===== config.mk =====
export PLATFORM = sky130hd
export DESIGN_NAME = decode_stage_modrm_fetch
export DESIGN_NICKNAME = d
export VERILOG_FILES = /design/src/rtl/decode_stage_modrm_fetch.sv
export SDC_FILE = /design/constraint.sdc
export NUM_CORES = 1
export LEC_CHECK = 0
export ABC_AREA = 1
export CORE_MARGIN = 5
export CORE_UTILIZATION = 45
export DETAILED_ROUTE_END_ITERATION = 10
export GPL_TIMING_DRIVEN = 0
export PLACE_DENSITY = 0.75
export SLEW_MARGIN = 0
export SYNTH_ARGS = -nofsm -noshare
export SYNTH_HDL_FRONTEND = slang
export SYNTH_SLANG_ARGS = --single-unit
export TNS_END_PERCENT = 20

===== constraint.sdc =====
create_clock -name clock -period 1.65 [get_ports clock]
set_input_delay 0.2475 -clock clock [delete_from_list [all_inputs] [get_ports clock]]
set_output_delay 0.2475 -clock clock [all_outputs]
set_load 0.03 [all_outputs]

===== src/rtl/decode_stage_modrm_fetch.sv =====
// ModR/M, SIB and displacement byte collector between prefetch and EA decode.
// One byte per cycle in; assembled fields out over a valid/ready handshake.
module decode_stage_modrm_fetch #(
  parameter int DISP_WIDTH = 32
) (
  input  logic                  clock,
  input  logic                  reset,
  input  logic                  i_flush,
  input  logic                  i_start,
  input  logic                  i_addr_size_32,
  output logic                  o_busy,
  input  logic [7:0]            i_byte,
  input  logic                  i_byte_valid,
  output logic                  o_byte_ready,
  output logic [7:0]            o_modrm,
  output logic [7:0]            o_sib,
  output logic                  o_sib_present,
  output logic [DISP_WIDTH-1:0] o_disp,
  output logic [2:0]            o_disp_length,
  output logic                  o_ea_undefined,
  output logic                  o_valid,
  input  logic                  i_ready
);

  localparam logic [2:0] S_IDLE  = 3'd0;
  localparam logic [2:0] S_MODRM = 3'd1;
  localparam logic [2:0] S_SIB   = 3'd2;
  localparam logic [2:0] S_DISP  = 3'd3;
  localparam logic [2:0] S_OUT   = 3'd4;

  logic [2:0]            state_q, state_d;
  logic                  addr32_q, addr32_d;
  logic [7:0]            modrm_q, modrm_d;
  logic [7:0]            sib_q, sib_d;
  logic                  sib_present_q, sib_present_d;
  logic [DISP_WIDTH-1:0] disp_q, disp_d;
  logic [2:0]            len_q, len_d;
  logic [1:0]            cnt_q, cnt_d;
  logic                  ea_undef_q, ea_undef_d;

  logic                  collecting;
  logic                  byte_hs;
  logic                  do_start;
  logic [1:0]            mod_b;
  logic [2:0]            rm_b;
  logic [5:0]            nbits;
  logic [DISP_WIDTH-1:0] mask;
  logic                  sign;

  assign collecting = (state_q == S_MODRM) ||
                      (state_q == S_SIB) ||
                      (state_q == S_DISP);
  assign byte_hs = collecting && !i_flush && i_byte_valid;
  assign mod_b   = i_byte[7:6];
  assign rm_b    = i_byte[2:0];

  always_comb begin
    state_d       = state_q;
    addr32_d      = addr32_q;
    modrm_d       = modrm_q;
    sib_d         = sib_q;
    sib_present_d = sib_present_q;
    disp_d        = disp_q;
    len_d         = len_q;
    cnt_d         = cnt_q;
    ea_undef_d    = ea_undef_q;
    do_start      = 1'b0;
    nbits         = {len_q, 3'b000};
    mask          = (DISP_WIDTH'(1) << nbits) - DISP_WIDTH'(1);
    sign          = 1'b0;

    unique case (state_q)
      S_IDLE: begin
        if (i_start) begin
          state_d  = S_MODRM;
          do_start = 1'b1;
        end
      end
      S_MODRM: begin
        if (byte_hs) begin
          modrm_d = i_byte;
          state_d = S_OUT;
          if (mod_b == 2'b11) begin
            state_d = S_OUT;
          end else if (addr32_q) begin
            if (rm_b == 3'b100) begin
              state_d = S_SIB;
            end else if (mod_b == 2'b00 && rm_b == 3'b101) begin
              state_d = S_DISP;
              len_d   = 3'd4;
            end else if (mod_b == 2'b01) begin
              state_d = S_DISP;
              len_d   = 3'd1;
            end else if (mod_b == 2'b10) begin
              state_d = S_DISP;
              len_d   = 3'd4;
            end
          end else begin
            if (mod_b == 2'b00 && rm_b == 3'b110) begin
              state_d = S_DISP;
              len_d   = 3'd2;
            end else if (mod_b == 2'b01) begin
              state_d = S_DISP;
              len_d   = 3'd1;
            end else if (mod_b == 2'b10) begin
              state_d = S_DISP;
              len_d   = 3'd2;
            end
          end
        end
      end
      S_SIB: begin
        if (byte_hs) begin
          sib_d         = i_byte;
          sib_present_d = 1'b1;
          ea_undef_d    = (i_byte[5:3] == 3'b100) && (i_byte[7:6] != 2'b00);
          // displacement size follows the ModR/M mod field, not the SIB byte
          unique case (modrm_q[7:6])
            2'b00: begin
              if (rm_b == 3'b101) begin
                state_d = S_DISP;
                len_d   = 3'd4;
              end else begin
                state_d = S_OUT;
                len_d   = 3'd0;
              end
            end
            2'b01: begin
              state_d = S_DISP;
              len_d   = 3'd1;
            end
            default: begin
              state_d = S_DISP;
              len_d   = 3'd4;
            end
          endcase
        end
      end
      S_DISP: begin
        if (byte_hs) begin
          for (int k = 0; k < 4; k++) begin
            if (cnt_q == 2'(k)) disp_d[8*k +: 8] = i_byte;
          end
          cnt_d = cnt_q + 2'd1;
          if (({1'b0, cnt_q} + 3'd1) == len_q) begin
            unique case (len_q)
              3'd1:    sign = disp_d[7];
              3'd2:    sign = disp_d[15];
              default: sign = disp_d[31];
            endcase
            disp_d  = sign ? (disp_d | ~mask) : (disp_d & mask);
            state_d = S_OUT;
          end
        end
      end
      S_OUT: begin
        if (i_ready) begin
          state_d  = i_start ? S_MODRM : S_IDLE;
          do_start = i_start;
        end
      end
      default: state_d = S_IDLE;
    endcase

    if (do_start) begin
      addr32_d      = i_addr_size_32;
      sib_d         = 8'h00;
      sib_present_d = 1'b0;
      disp_d        = '0;
      len_d         = 3'd0;
      cnt_d         = 2'd0;
      ea_undef_d    = 1'b0;
    end

    if (i_flush) begin
      state_d       = S_IDLE;
      addr32_d      = 1'b0;
      modrm_d       = 8'h00;
      sib_d         = 8'h00;
      sib_present_d = 1'b0;
      disp_d        = '0;
      len_d         = 3'd0;
      cnt_d         = 2'd0;
      ea_undef_d    = 1'b0;
    end
  end

  always_ff @(posedge clock) begin
    if (reset) begin
      state_q       <= S_IDLE;
      addr32_q      <= 1'b0;
      modrm_q       <= 8'h00;
      sib_q         <= 8'h00;
      sib_present_q <= 1'b0;
      disp_q        <= '0;
      len_q         <= 3'd0;
      cnt_q         <= 2'd0;
      ea_undef_q    <= 1'b0;
    end else begin
      state_q       <= state_d;
      addr32_q      <= addr32_d;
      modrm_q       <= modrm_d;
      sib_q         <= sib_d;
      sib_present_q <= sib_present_d;
      disp_q        <= disp_d;
      len_q         <= len_d;
      cnt_q         <= cnt_d;
      ea_undef_q    <= ea_undef_d;
    end
  end

  assign o_busy         = (state_q != S_IDLE);
  assign o_byte_ready   = collecting && !i_flush;
  assign o_valid        = (state_q == S_OUT);
  assign o_modrm        = modrm_q;
  assign o_sib          = sib_q;
  assign o_sib_present  = sib_present_q;
  assign o_disp         = disp_q;
  assign o_disp_length  = len_q;
  assign o_ea_undefined = ea_undef_q;

endmodule


=== Yosys cells after proc, flatten, opt, wreduce, memory -nomap -nowiden ===
Index checks and enable logic that the tools add are counted.

* Mux-type cells: 52
* Reduce and logical (&&, ||, !) cells: 22
* Bitwise logic cells: 3
* Div/mod/pow operators: 0
* Multipliers: 0
* Equality and inequality tests: 28
* Magnitude comparators: 0
* $add $sub $neg: 3
* Shifts and indexed selects: 1

{| class="wikitable"
|+ Operator list
! operator !! number
|-
| 2-to-1 mux 8 bit || 12
|-
| 2-to-1 mux 3 bit || 27
|-
| 2-to-1 mux 32 bit || 2
|-
| bitwise AND 32 bit || 1
|-
| NOT 32 bit || 1
|-
| OR 32 bit || 1
|-
| left shift 1 x 6 -> 32 bit (first input constant) || 1
|-
| subtractor 32 x 2 -> 32 bit (second input constant) || 1
|-
| equality test 3 bit (second input constant) || 5
|-
| case mux 3 bit (5 select lines) || 1
|-
| case mux 3 bit (2 select lines) || 2
|-
| != test 2 bit (second input constant) || 5
|-
| != test 5 x 2 -> 1 bit (second input constant) || 2
|-
| equality test 3 x 2 -> 1 bit (second input constant) || 3
|-
| equality test 2 bit (second input constant) || 4
|-
| AND reduction 7 bit || 1
|-
| equality test 2 x 1 -> 1 bit (second input constant) || 3
|-
| equality test 3 x 1 -> 1 bit (second input constant) || 2
|-
| logical NOT 2 bit || 3
|-
| 2-to-1 mux 1 bit || 6
|-
| AND reduction 2 bit || 3
|-
| AND reduction 6 bit || 1
|-
| logical AND 1 bit || 5
|-
| != test 2 x 1 -> 1 bit (second input constant) || 2
|-
| 12 further kinds || 15
|}

* Bits in read-only memories: 0
* Register bits after elaboration: 59
* Memories: 0
* RAM bits: 0
* Latch bits: 0
* Logic and storage cells: 118

=== Logic depth before layout (Yosys ltp) ===
Gate-level depths: netlist of run 1.

* Depth in word-level cells: 13
* Mapped depth: 12
* Mapped depth without buffers: 11

=== Worst setup path after synthesis of run 1 ===
OpenSTA, ideal clock, no wires.

* Kind: register to register
* Start point: register cnt_q[0]
* End point: register disp_q[10] (netlist: o_disp[10])
* Slack: -25 ps
* Buffers on the path: 1
* Period minus slack after synthesis: 1675 ps
* Setup time: 120 ps
* Arrival time: 1556 ps
* Cell stages (with the launch flop): 12
* Cell sequence: dfxtp_1 -> inv_1 -> ha_1 -> buf_4 -> nand2_1 -> nand2_1 -> nand2_1 -> nand2_1 -> nor2_1 -> nand3_1 -> nand3_1 -> a21oi_1

* Longest elaborated chain between the ends: 10

{| class="wikitable"
|+ RTL lines
! what !! RTL line !! source
|-
| start: declaration || 38 || <nowiki>logic [1:0] cnt_q, cnt_d;</nowiki>
|-
| start signal: assignment || 207 || <nowiki>cnt_q <= cnt_d;</nowiki>
|-
| equality test 2 bit (tied with other cells) || 142 || <nowiki>if (cnt_q == 2'(k)) disp_d[8*k +: 8] = i_byte;</nowiki>
|-
| 2-to-1 mux 8 bit || 142 ||
|-
| 2-to-1 mux 8 bit || 140 || <nowiki>if (byte_hs) begin</nowiki>
|-
| 2-to-1 mux 8 bit || 72 || <nowiki>unique case (state_q)</nowiki>
|-
| case mux 1 bit (2 select lines) || 146 || <nowiki>unique case (len_q)</nowiki>
|-
| 2-to-1 mux 1 bit || 145 || <nowiki>if (({1'b0, cnt_q} + 3'd1) == len_q) begin</nowiki>
|-
| 2-to-1 mux 1 bit || 140 ||
|-
| 2-to-1 mux 1 bit || 72 ||
|-
| 2-to-1 mux 32 bit || 151 || <nowiki>disp_d = sign ? (disp_d | ~mask) : (disp_d & mask);</nowiki>
|-
| 2-to-1 mux 32 bit * || 145 ||
|-
| end signal: assignment || 205 || <nowiki>disp_q <= disp_d;</nowiki>
|-
| end: declaration || 36 || <nowiki>logic [DISP_WIDTH-1:0] disp_q, disp_d;</nowiki>
|}

Mark *: on every way between the ends. The rest lies on a longest branch, timed or not. The select of a mux whose other input is x is not followed.
A chain may end at the register's enable or synchronous reset.

=== Final worst setup path of run 1 ===
* Start point: register cnt_q[0]
* End point: register disp_q[12] (netlist: o_disp[12])

The elaborated chain is that of the path after synthesis.

==> results.toml, run 1 <==
[timing]
fmax_ghz = 0.5984
min_period_ns = 1.671
tns_ns = -0.1200
hold_violations = 0
grt_setup_unrepaired = "yes"
tightest_slew_ns = 0.5689
max-slew-margin-rel = 0.6207
setup_viol = 9
slew_viol_final = 0
holdWs_ns = 0.3903
setup_ws_ns = -0.02101
fin_worst_skew_ns = 0.005755
finalCritPeriodShare = 1.013

[critical_path]
crit_path_top_delay_cell = "dfxtp_4"
path_buf_inv = 3
crit_family = "simple AND/OR/NAND/NOR gates"
worstPathMaxFanout = 8
cp_data_arrival_time_ns = 1.89
critPathKind = "reg -> reg"
cp_cell_sequence = "inv_4 > ha_4 > inv_4 > nand2_4 > nand3_4 > nor2_4 > buf_6 > nand3_4 > nand3_1 > a21oi_1"
cpPeakStageDelay_ns = 0.37
end_kind = "register"
start_kind = "register"
crit_required_ns = 1.87

[die]
die-area_um2 = 9023
die_h_um = 94.99
die_w_um = 94.99
io_pins = 71
core_area_um2 = 7137
rows = 31
start_util = 0.4555

[yosys]
synth_ff_type = "dfxtp_1"
synth-seq-area-share = 0.3634
syn_nets = 505
ys_top_cells_by_area = "dfxtp_1 (36%), nand2_1 (17%), nand3_1 (9.5%)"
synth_edf_count = 0
syn_area_per_cell_um2 = 6.744
yosysTopAreaCell = "dfxtp_1"
ys_ff_latch = 59
synth_area_um2 = 3251
synth_top_area_share = 0.3634
ys_types = 28
synthCells = 482
synthArstFlopShare = 0
yosysWarningCount = 0

[clock_network]
root_buffer = "clkbuf_8"
cts-buffers-inserted = 9
cts_buffer_depth = 2
clkLatencyLatePin_ns = 0.34
hold_buffers = 0
clock_sinks = 59
clkTransAtPathRegs_ns = 0.07
cts_max_level = 3
cts_tree = "built"

[power]
finalPower_mw = 2.982
ir_drop_v = 0.0003273
powerDensity_nw_per_um2 = 644.5
p_leak_nw = 2.460

[place]
place.gp.congestion = 0.9477
portBuffers = 69
dp_hpwl_um = 6844
dp_cells = 650

[routing]
vias_per_cell = 5.348
remaining_drc_errors = 0
totalWireLength_um = 10110
num_vias = 3631
drt-initial-drc-count = 308
antenna_violating_nets_post_route = 0
drt_first_pass_iters = 5
wl_per_cell_um = 14.88

[global_routing]
grt_max_degree = 11
grt_pass1_vias = 3344
globalRoute.busiestLayer = "met2"
grt_first_pass_wirelength_um = 15970
grtUsageMet3 = 0.05418
grt.total_usage = 0.2265
grt_use_met1 = 0.2970
antenna_found_initial = 0
grt-ovfl-total = 0
use_met2 = 0.3476

[run_status]
run_status = "complete, but fails checks"
violations = "negative setup slack"

[finish]
num_antenna_cells = 0
regArea_um2 = 1191
fillCellCount = 643
final_net_count = 598
drive_above_1_share = 0.1810
most-common-layout-cells = "nand2_1 (138), nand3_1 (58), dfxtp_1 (55), a21oi_1 (53)"
mostFrequentLayoutCell = "nand2_1"
final_core_util = 0.6483
multi_input_area_um2 = 1992
fin_cells = 679
syn_to_final_growth_pct = 42.34

[job]
drv_cap = 0

[worst_hold_path]
hold_path_class = "in -> reg"
[cells in the mapped netlist (5+ instances only)]
master   count
nand2_1    144
nand3_1     62
a21oi_1     59
dfxtp_1     59
inv_1       35
nor2_1      33
mux2i_1     15
o21ai_0     15
buf_2       10
ha_1         8
inv_2        7
buf_4        5
[routing by layer]
metal  routed length, um  vias to the layer above
met5                   0                        -
met4                 338                        0
met3                 778                       32
met2                4731                      168
met1                4257                     1663
li1                    -                     1768
[through the flow]
stage,instance area [um^2],setup WS (ns)
2_1_floorplan,3251,-0.02521
3_3_place_gp,4065,-0.6431
3_5_place_dp,4065,-0.6544
4_1_cts,4412,-0.03478
5_1_grt,4627,-0.09350
6_report,4627,-0.02101
[worst reg2reg max path, delay by kind of cell (launching register included)]
kind / cells / cell delay [ns]
AO/OA/AOI/OAI: 1 / 0.06
adder cells (fa/ha/maj): 1 / 0.29
buffers and inverters: 3 / 0.26
flip-flops: 1 / 0.37
AND/OR/NAND/NOR: 5 / 0.59
[layout make-up]
type	instances	area share
clock inverters	1	0.001082
plain buffers	18	0.02515
multi-input cells	362	0.4305
inverters	43	0.03705
clock buffers	15	0.04029
flip-flops and latches	59	0.2574
well taps	99	0.02677
repair buffers	82	0.1817
[power breakdown]
| group | internal (mW) | switching (mW) | leakage (nW) | total, mW |
|---|---|---|---|---|
| Sequential | 1.43 | 0.00642 | 0.478 | 1.43 |
| Clock | 0.709 | 0.549 | 0.0997 | 1.26 |
| Combinational | 0.100 | 0.192 | 1.88 | 0.292 |
| Total | 2.23 | 0.747 | 2.46 | 2.98 |
[logic make-up (layout without fill, tap and decap cells)]
group	count (synthesis)	count (layout)	share of synthesized area
AO/OA/AOI/OAI	80	80	0.1274
buffers and inverters	61	159	0.08006
AND/OR/NAND/NOR	258	258	0.3495
multiplexers	15	15	0.04619
adder cells (fa/ha/maj)	8	8	0.03079
XOR/XNOR	1	1	0.002695
flip-flops	59	59	0.3634
[sequential cells by signal, summed over array words and instances, names as in the netlist]
register and cells:
o_disp_length 3, o_sib 8, o_modrm 8, state_q 3
cnt_q 2, o_sib_present 1, o_ea_undefined 1, addr32_q 1
o_disp 32
[path summary, 6_finish.rpt]
path	startpoint	to	slack, ns	cells after the start
worst max-delay path	cnt_q[0]	o_disp[12]	-0.02	10
worst min-delay path	i_byte[7]	o_sib[7]	0.39	3
worst max register to register	cnt_q[0]	o_disp[12]	-0.02	10
worst min register to register	o_modrm[3]	o_modrm[3]	0.47	2
[timing repair]
| action | in CTS | in global routing |
|---|---|---|
| endpoints found under the setup margin | 56 | 73 |
| pin swaps | 10 | 5 |
| setup buffers | 7 | 6 |
| cloned | 0 | 0 |
| hold endpoints to repair | 0 | 0 |
| resized for setup | 55 | 74 |
(Power assumes the default switching activity.)
==> run 2: changes to the inputs <==
--- a/config.mk
+++ b/config.mk
@@ -7,10 +7,11 @@
 export LEC_CHECK = 0
 export ABC_AREA = 1
 export CORE_MARGIN = 5
-export CORE_UTILIZATION = 45
+export CORE_UTILIZATION = 51
 export DETAILED_ROUTE_END_ITERATION = 10
 export GPL_TIMING_DRIVEN = 0
-export PLACE_DENSITY = 0.75
+export PLACE_DENSITY = 0.8
+export REMOVE_ABC_BUFFERS = 1
 export SLEW_MARGIN = 0
 export SYNTH_ARGS = -nofsm -noshare
 export SYNTH_HDL_FRONTEND = slang
==> constraint.sdc (replaced) <==
create_clock -name clock -period 1.6 [get_ports clock]
set_input_delay 0.24 -clock clock [delete_from_list [all_inputs] [get_ports clock]]
set_output_delay 0.24 -clock clock [all_outputs]
set_load 0.03 [all_outputs]
==> run 2 against run 1 <==
  * The flow still finishes with violations (negative setup slack)
  * Setup slack lost 0.075 ns
  * Die area shrank 11%
  * Worst hold slack gained 0.0027 ns
  * Sequential power grew 3%
  * Critical endpoint is now o_disp[25]
==> results.toml, run 2 (same netlist as run 1, synthesis figures left out) <==
[routing]
vias_per_cell = 5.689
drt-initial-drc-count = 261
remaining_drc_errors = 0
num_vias = 3607
wl_per_cell_um = 15.81
totalWireLength_um = 10020
antenna_violating_nets_post_route = 0
drt_first_pass_iters = 5

[finish]
syn_to_final_growth_pct = 36.26
drive_above_1_share = 0.1634
final_net_count = 576
fin_cells = 634
mostFrequentLayoutCell = "nand2_1"
num_antenna_cells = 0
largest_reg_flops = 32
most-common-layout-cells = "nand2_1 (135), a21oi_1 (54), dfxtp_1 (54), nand3_1 (51), dlygate4sd2_1 (43)"

[power]
ir_drop_v = 0.0005652
powerDensity_nw_per_um2 = 706.7
p_leak_nw = 2.145

[worst_hold_path]
hold_path_class = "in -> reg"

[global_routing]
grt_pass1_vias = 3434
antenna_found_initial = 0
grt_max_degree = 38
grt-ovfl-total = 0
grt.total_usage = 0.2387
grt_first_pass_wirelength_um = 16210

[clock_network]
clkTransAtPathRegs_ns = 0.07
cts_buffer_depth = 2
clkLatencyLatePin_ns = 0.35
cts_max_level = 3
cts_tree = "built"
hold_buffers = 0
cts-buffers-inserted = 9
clock_sinks = 59
root_buffer = "clkbuf_8"

[timing]
fmax_ghz = 0.5896
setup_viol = 32
setup_ws_ns = -0.09611
fin_worst_skew_ns = 0.008447
hold_violations = 0
holdWs_ns = 0.3930
slew_viol_final = 0
grt_setup_unrepaired = "yes"
finalCritPeriodShare = 1.060
min_period_ns = 1.696
tightest_slew_ns = 0.5347
max-slew-margin-rel = 0.6432

[place]
place.gp.congestion = 0.8838
portBuffers = 70
place_ws_ns = -1.239
dp_hpwl_um = 6209
dp_cells = 611

[die]
io_pins = 71
core_area_um2 = 6277
start_util = 0.5178
die-area_um2 = 8070
rows = 29
die_w_um = 89.84
die_h_um = 89.84

[critical_path]
cp_data_arrival_time_ns = 1.93
crit_required_ns = 1.83
worstPathMaxFanout = 12
critPathKind = "reg -> reg"
start_kind = "register"
end_kind = "register"

[run_status]
violations = "negative setup slack"
run_status = "complete, but fails checks"

[job]
drv_cap = 0
## run 2: layout make-up
class | instances | area (um^2)
Inverter | 43 | 191.4
Clock inverter | 5 | 53.80
Timing Repair Buffer | 77 | 718.2
Clock buffer | 10 | 137.6
Fill cell | 540 | 1848
Sequential cell | 59 | 1192
Tap cell | 77 | 96.34
Multi-Input combinational cell | 363 | 2039
## run 2: through the flow
stage | total power, mW | utilization | setup TNS (ns) | cell area (um^2)
2_1_floorplan | 1.663 | - | -8.322 | 3152
3_3_place_gp | 1.770 | 0.6291 | -41.46 | 3949
4_1_cts | 3.114 | 0.6964 | -1.043 | 4372
5_1_grt | 3.238 | 0.7056 | -6.144 | 4429
6_report | 3.130 | 0.7056 | -2.440 | 4429
3_5_place_dp | 1.774 | 0.6291 | -43.38 | 3949
## run 2: what timing repair did
action / CTS / global route
gates cloned: 1 / 0
pin swaps: 8 / 4
endpoints found under the setup margin: 96 / 69
setup buffers: 7 / 0
resized for setup: 110 / 35
## run 2: worst paths after layout
kind                                 start         end  slack [ns]  depth (start not counted)
worst max-delay path              cnt_q[0]  o_disp[25]        -0.1                          8
worst min-delay path             i_byte[7]  o_modrm[7]        0.39                          3
worst max register to register    cnt_q[0]  o_disp[25]        -0.1                          8
worst min register to register  o_modrm[4]  o_modrm[4]        0.47                          2
## run 2: routing by layer
metal	up-vias	GRT usage	routed length, um
met5	-	0	0
met3	27	0.06427	673
met1	1675	0.2907	4203
li1	1728	-	-
met2	177	0.4012	4896
met4	0	0.08690	250
## run 2: report_power, final
| group | switching, mW | leakage [nW] | internal (mW) |
|---|---|---|---|
| Clock | 0.607 | 0.102 | 0.746 |
| Combinational | 0.202 | 1.57 | 0.0970 |
| Sequential | 0.00806 | 0.478 | 1.47 |
| Total | 0.816 | 2.15 | 2.31 |
## run 2: worst max-delay path, stage by stage, from the launching register on
cell,delay (ns)
dfxtp_4,0.41
ha_4,0.24
nand2_1,0.10
o21ai_1,0.13
nor2_1,0.11
nor2_4,0.22
nand2_2,0.17
nand3_1,0.13
a21oi_1,0.07
